[config.mk]
export PLATFORM = sky130hd
export DESIGN_NAME = exe_mem_skid_reg
export DESIGN_NICKNAME = d
export VERILOG_FILES = /design/src/rtl/exe_mem_skid_reg.sv
export SDC_FILE = /design/constraint.sdc
export NUM_CORES = 1
export LEC_CHECK = 0
export CAP_MARGIN = 40
export CORE_MARGIN = 2
export CORE_UTILIZATION = 51
export DETAILED_ROUTE_END_ITERATION = 8
export GPL_TIMING_DRIVEN = 0
export PLACE_DENSITY = 0.8
export SYNTH_ARGS = -nofsm -noshare
export SYNTH_HDL_FRONTEND = slang
export SYNTH_SLANG_ARGS = --single-unit
[constraint.sdc]
create_clock -name clk -period 2.4 [get_ports clk]
set_input_delay 0.72 -clock clk [delete_from_list [all_inputs] [get_ports clk]]
set_output_delay 0.72 -clock clk [all_outputs]
set_load 0.1 [all_outputs]
[src/rtl/exe_mem_skid_reg.sv]
// EXE->MEM pipeline register with a two-entry skid buffer.
// in_ready is registered so upstream timing never sees out_ready combinationally.
module exe_mem_skid_reg #(
    parameter int DATA_W = 32,
    parameter int DEST_W = 4,
    parameter int CNT_W  = 16
) (
    input  logic              clk,
    input  logic              rst,
    input  logic              flush,
    input  logic              in_valid,
    output logic              in_ready,
    input  logic              WB_en_in,
    input  logic              MEM_r_en_in,
    input  logic              MEM_w_en_in,
    input  logic [DEST_W-1:0] dest_in,
    input  logic [DATA_W-1:0] alu_res_in,
    input  logic [DATA_W-1:0] val_rm_in,
    output logic              out_valid,
    input  logic              out_ready,
    output logic              WB_en_out,
    output logic              MEM_r_en_out,
    output logic              MEM_w_en_out,
    output logic [DEST_W-1:0] dest_out,
    output logic [DATA_W-1:0] alu_res_out,
    output logic [DATA_W-1:0] val_rm_out,
    output logic [1:0]        occupancy,
    output logic [CNT_W-1:0]  stall_cnt
);

    typedef enum logic [1:0] {S_EMPTY, S_ONE, S_TWO} state_e;

    typedef struct packed {
        logic              wb;
        logic              mr;
        logic              mw;
        logic [DEST_W-1:0] dest;
        logic [DATA_W-1:0] alu;
        logic [DATA_W-1:0] rm;
    } entry_t;

    state_e             state_q, state_d;
    entry_t             main_q, main_d, skid_q, skid_d, in_ent;
    logic               in_ready_q;
    logic [CNT_W-1:0]   stall_cnt_q, stall_cnt_d;
    logic               main_valid, accept, drain;

    assign in_ent     = {WB_en_in, MEM_r_en_in, MEM_w_en_in, dest_in, alu_res_in, val_rm_in};
    assign main_valid = (state_q != S_EMPTY);
    assign accept     = in_valid & in_ready_q;
    assign drain      = main_valid & out_ready;

    always_comb begin
        state_d = state_q;
        main_d  = main_q;
        skid_d  = skid_q;
        case (state_q)
            S_EMPTY: begin
                if (accept) begin
                    main_d  = in_ent;
                    state_d = S_ONE;
                end
            end
            S_ONE: begin
                if (accept && drain) begin
                    main_d = in_ent;
                end else if (accept) begin
                    skid_d  = in_ent;
                    state_d = S_TWO;
                end else if (drain) begin
                    state_d = S_EMPTY;
                end
            end
            S_TWO: begin
                if (drain) begin
                    main_d  = skid_q;
                    state_d = S_ONE;
                end
            end
            default: state_d = S_EMPTY;
        endcase
        // Flush drops both entries and any same-cycle accept; payload simply holds.
        if (flush) begin
            state_d = S_EMPTY;
            main_d  = main_q;
            skid_d  = skid_q;
        end
    end

    always_comb begin
        stall_cnt_d = stall_cnt_q;
        if (main_valid && !out_ready && (stall_cnt_q != '1)) begin
            stall_cnt_d = stall_cnt_q + CNT_W'(1);
        end
    end

    always_ff @(posedge clk) begin
        if (rst) begin
            state_q     <= S_EMPTY;
            main_q      <= '0;
            skid_q      <= '0;
            in_ready_q  <= 1'b1;
            stall_cnt_q <= '0;
        end else begin
            state_q     <= state_d;
            main_q      <= main_d;
            skid_q      <= skid_d;
            in_ready_q  <= (state_d != S_TWO);
            stall_cnt_q <= stall_cnt_d;
        end
    end

    always_comb begin
        occupancy = 2'd0;
        case (state_q)
            S_ONE:   occupancy = 2'd1;
            S_TWO:   occupancy = 2'd2;
            default: occupancy = 2'd0;
        endcase
    end

    assign in_ready     = in_ready_q;
    assign out_valid    = main_valid;
    assign WB_en_out    = main_q.wb & main_valid;
    assign MEM_r_en_out = main_q.mr & main_valid;
    assign MEM_w_en_out = main_q.mw & main_valid;
    assign dest_out     = main_q.dest;
    assign alu_res_out  = main_q.alu;
    assign val_rm_out   = main_q.rm;
    assign stall_cnt    = stall_cnt_q;

endmodule

Word-level counts from Yosys, hierarchy flattened
Index checks and enable logic that the tools add are counted.
{ "op_classes": {"addsub": 1, "n_mux": 12, "reduce_logical": 9, "bitwise_logic": 7, "n_eq_ne": 7} }
{ "ops": {"columns": ["op", "count"], "rows": [
  ["$mux 71", 3],
  ["$pmux 71 s3", 1],
  ["$add 16x1->16 const B", 1],
  ["$ne 16x16->1 const B", 1],
  ["$mux 2", 6],
  ["$ne 2x2->1 const B", 4],
  ["$pmux 2 s3", 1],
  ["$and 1x1->1", 5],
  ["$reduce_and 5->1", 1],
  ["$pmux 2 s2", 1],
  ["$reduce_and 4->1", 1],
  ["$logic_and 1x1->1", 3],
  ["$reduce_bool 3->1", 1],
  ["$eq 2x1->1 const B", 1],
  ["$eq 2x2->1 const B", 1],
  ["$logic_not 2->1", 1],
  ["$not 1->1", 2],
  ["$reduce_bool 2->1", 1],
  ["$logic_not 1->1", 1]
]} }
{ "totals": {"output_inout_bits": 91, "wordCells": 51, "reg_bits": 161} }

Depth between registers and ports, before layout
{ "depth": {"word_depth": 8, "ltp_mapped": 8, "mapped_depth_nobuf": 5} }

Worst setup path after synthesis
Ideal clock, no wire load.
{ "synth_timing": {"kind": "flip-flop to output port", "startpoint": "register state_q[1]", "endpoint": "output MEM_r_en_out", "path_stages_with_launch": 4, "t_required_ps": 1680, "slack_ps": -203, "t_arrival_ps": 1883, "path_buffers": 1, "path_cell_list": "dfxtp_1 > buf_4 > nor2_1 > nor2b_1"} }
{ "synth_via": {"elab_chain_len": 2} }
{ "synth_rtl": {"columns": ["item", "line_no", "rtl"], "rows": [
  ["start: declaration", "42", "state_e state_q, state_d;"],
  ["start signal: assignment", "105", "state_q <= state_d;"],
  ["$reduce_bool 2->1", "49", "assign main_valid = (state_q != S_EMPTY);"],
  ["$and 1x1->1", "125", "assign MEM_r_en_out = main_q.mr & main_valid;"],
  ["end: declaration", "22", "output logic MEM_r_en_out,"]
]} }
No other way between the ends.

Final worst setup path
{ "layout_timing": {"startpoint": "register stall_cnt_q[8], in the netlist stall_cnt[8]", "endpoint": "output stall_cnt[8]"} }
{ "layout_rtl": {"columns": ["item", "line_no", "rtl"], "rows": [
  ["start: declaration", "45", "logic [CNT_W-1:0] stall_cnt_q, stall_cnt_d;"],
  ["start signal: assignment", "109", "stall_cnt_q <= stall_cnt_d;"],
  ["end: declaration", "28", "output logic [CNT_W-1:0] stall_cnt"]
]} }
No word-level cell between the ends.

==> key figures <==
Critical path
  • Element type at the critical path end: primary output
  • RR Startpoint: stall_cnt[0]
  • Critical path class: reg -> out
  • Worst setup SP type: flip-flop
  • FF-to-FF End: stall_cnt[6]
  • CP Launch Point: stall_cnt[8]
  • Critical Path RT: roughly 1700 ps
  • Reg2Reg Setup Slack: 410 ps
  • Arrival time worst endpoint: around 1700 ps
  • CP max FO: 5
  • R2R cell count: 6
  • CP endpoint: stall_cnt[8]

Layout
  • Final net count: 1258
  • Fin area: ~12000 um^2
  • Post-layout util: between 70% and 80%
  • Layout Area Growth over Synthesis: 49.7%
  • Layout cells sized above 1: 20.6%
  • Antenna fix cells: 0
  • Number of fill cells: 1000

STA
  • Min Tclk post-route: 2380 ps
  • Hold WS: 452 ps
  • Unrepaired setup endpoints after global routing: false
  • Hold Vio Cnt, Final: 0
  • Final Cycle Share: 99.2%
  • Fmax: 420 MHz
  • Worst slew pin tran: 768 ps
  • Final worst setup slack: 19.7 ps
  • Final slew viol count: 0
  • Final setup vio count: 0
  • Layout Skew: approximately 7.3 ps
  • Max_slew headroom: around half

Yosys
  • Most common cell in the netlist: dfxtp_1
  • Post-synthesis net count: 990
  • Post-Syn Area per Cell: 8.64 um^2
  • Asr flop ratio synth: 0%
  • Largest area contributor in the netlist: dfxtp_1
  • Mapped Area: just under 8000 um^2
  • XOR/XNOR share of the synthesized area: less than 1%
  • Cell variety after synth: 46
  • Synthesized flop and latch total: between 150 and 200
  • Main combinational cell family by area after synthesis: compound AO/OA/AOI/OAI gates
  • Synth top cells by count: dfxtp_1, nand2_1, a21oi_1, nor2b_1, mux2i_1
  • Simple logic cell fraction of the synthesized area: 17.7%
  • Ys flop type: dfxtp_1
  • Adder-cell share of the synthesized area: less than 1%
  • Seq/Total Area, Yosys: 40.9%
  • Synth top area share: 40.9%
  • Mux contribution to synthesized area: around a tenth
  • YS warnings: 0
  • Post-synth EDFFs: 0
  • Syn Inst Count: about 900
  • Ranking of synthesized cells by area: dfxtp_1, mux2i_1, nand2_1
  • Post-synthesis compound-gate area fraction: 20.3%

Die
  • Initial Util: 52.1%
  • Die width: 128 um
  • I/O pin cnt: 167
  • Placement Rows: 45
  • Die Area: between 15000 and 20000 um^2
  • Die H: 128 um
  • Core area: roughly 15000 um^2

Placement
  • DP Wirelength: about 18 mm
  • Gpl congestion: roughly 0.84
  • Pre-CTS setup slack: -300 ps
  • PortBufs: 164
  • Cell Area, Placed: 11200 um^2

Clock network
  • Worst-Skew Late Latency: 430 ps
  • Clock Path Buffers: 2
  • CTS buffer count: 17
  • H-tree depth: 4
  • Hold_buf cts: 0
  • Clock root buffer master: clkbuf_16
  • TritonCTS Sinks: ~160
  • CTS tree: built
  • Clk slew on worst S/H paths: 60 ps

GRT
  • Antenna violations before repair: 0
  • GRT Total Usage: 30.4%
  • Largest net degree at the start of global routing: 20
  • Number of global-route vias before repair: 7699
  • First-pass GRT wire length: 39.5 mm
  • GRT overflow: 0

Power
  • Cell area power density: roughly 610 nW/um^2
  • VDD IR max: around 0.00046 V
  • Leakage: 4.96 nW
  • Power Total: 0.00718 W

Status
  • Outcome: completed

Route
  • Drt via density: 5.68
  • ANT nets after route: 0
  • 1st-iter DRT viols: 699
  • Via Count: slightly below 8000
  • WL/cell: between 15 and 20 um
  • Post-Route WL: 25.0 mm
  • TritonRoute pass-1 iters: 5
  • DRC: 0

Flow run
  • # Max-Cap Violations: 0

Min path
  • Min-Delay Path Class: reg -> reg
## cell families after synthesis
kind of cell,after synthesis
simple gates,279
compound gates,241
flops,161
buf+inv,156
mux,74
xor+xnor,1
fa+ha+maj,1
## power by group
group	total, W	leakage, nW	internal, W	switching (W)
Sequential	0.00279	1.31	0.00275	0.0000432
Combinational	0.00144	3.34	0.000570	0.000870
Clock	0.00295	0.306	0.00186	0.00109
## how the worst min path moves through the flow
stage                from         end  slack (ps)  cells after the start
2_1_floorplan   skid_q[0]   skid_q[0]         440                      2
3_3_place_gp   skid_q[62]  skid_q[62]         440                      2
3_5_place_dp   skid_q[59]  skid_q[59]         450                      2
4_1_cts        skid_q[46]  skid_q[46]         450                      2
5_1_grt        skid_q[70]  skid_q[70]         470                      2
6_report       skid_q[13]  skid_q[13]         450                      2
## stage by stage
| stage | std cells | TNS [ps] |
|---|---|---|
| 4_1_cts | 1381 | 0 |
| 2_1_floorplan | 913 | -720 |
| 6_report | 1380 | 0 |
| 3_5_place_dp | 1356 | -33930 |
| 3_3_place_gp | 1265 | -30870 |
| 5_1_grt | 1380 | 0 |
## placed cells by master, fill, tap and decap left out, drive strengths merged, types with 2 or more instances in the layout
master,n
o41ai,72
clkbuf,73
o21bai,3
nand2,148
mux2i,72
nand4,5
nand3,7
clkinv,4
clkdlybuf4s50,156
a21oi,80
nor2,10
bufinv,5
nor2b,79
and3,3
or3,3
nor4,4
nor3,4
inv,4
mux2,2
buf,191
or4,6
nand2b,2
o31ai,6
nor4b,2
o21ai,75
dfxtp,161
## worst max-delay path, stage by stage, from the launching register on
cell and delay [ps]:
dfxtp_1 450, clkdlybuf4s50_1 570, buf_8 200
## registers in the layout, indices dropped and copies added, names as in the netlist
name,count
skid_q,71
alu_res_out,32
val_rm_out,32
stall_cnt,16
dest_out,4
main_q,3
state_q,2
in_ready,1
## final cells by class
class	count	area, um^2	share of cell area, %
plain buffers	151	900	7.62
clock buffers	20	447	3.79
clock inverters	10	185	1.57
inverters	4	15.0	0.127
multi-input cells	596	3770	31.9
flip-flops and latches	161	3230	27.4
well taps	188	235	1.99
repair buffers	250	3020	25.6
## per-layer routing
| layer | routed length [um] | track usage (%) | part of all wire [%] | vias to the layer above |
|---|---|---|---|---|
| met3 | 1620 | 5.11 | 6.5 | 60 |
| met4 | 622 | 10.3 | 2.5 | 0 |
| met1 | 9970 | 37.4 | 40 | 3716 |
| met5 | 0 | 0 | 0 | - |
| met2 | 12800 | 54.0 | 51 | 368 |
| li1 | - | - | - | 3697 |
## timing repair
item	in CTS	in global routing
pin swaps	1	0
buffers inserted	2	0
setup endpoints to repair	7	12
resized for setup	13	10
Power figures use the tool's default switching activity.
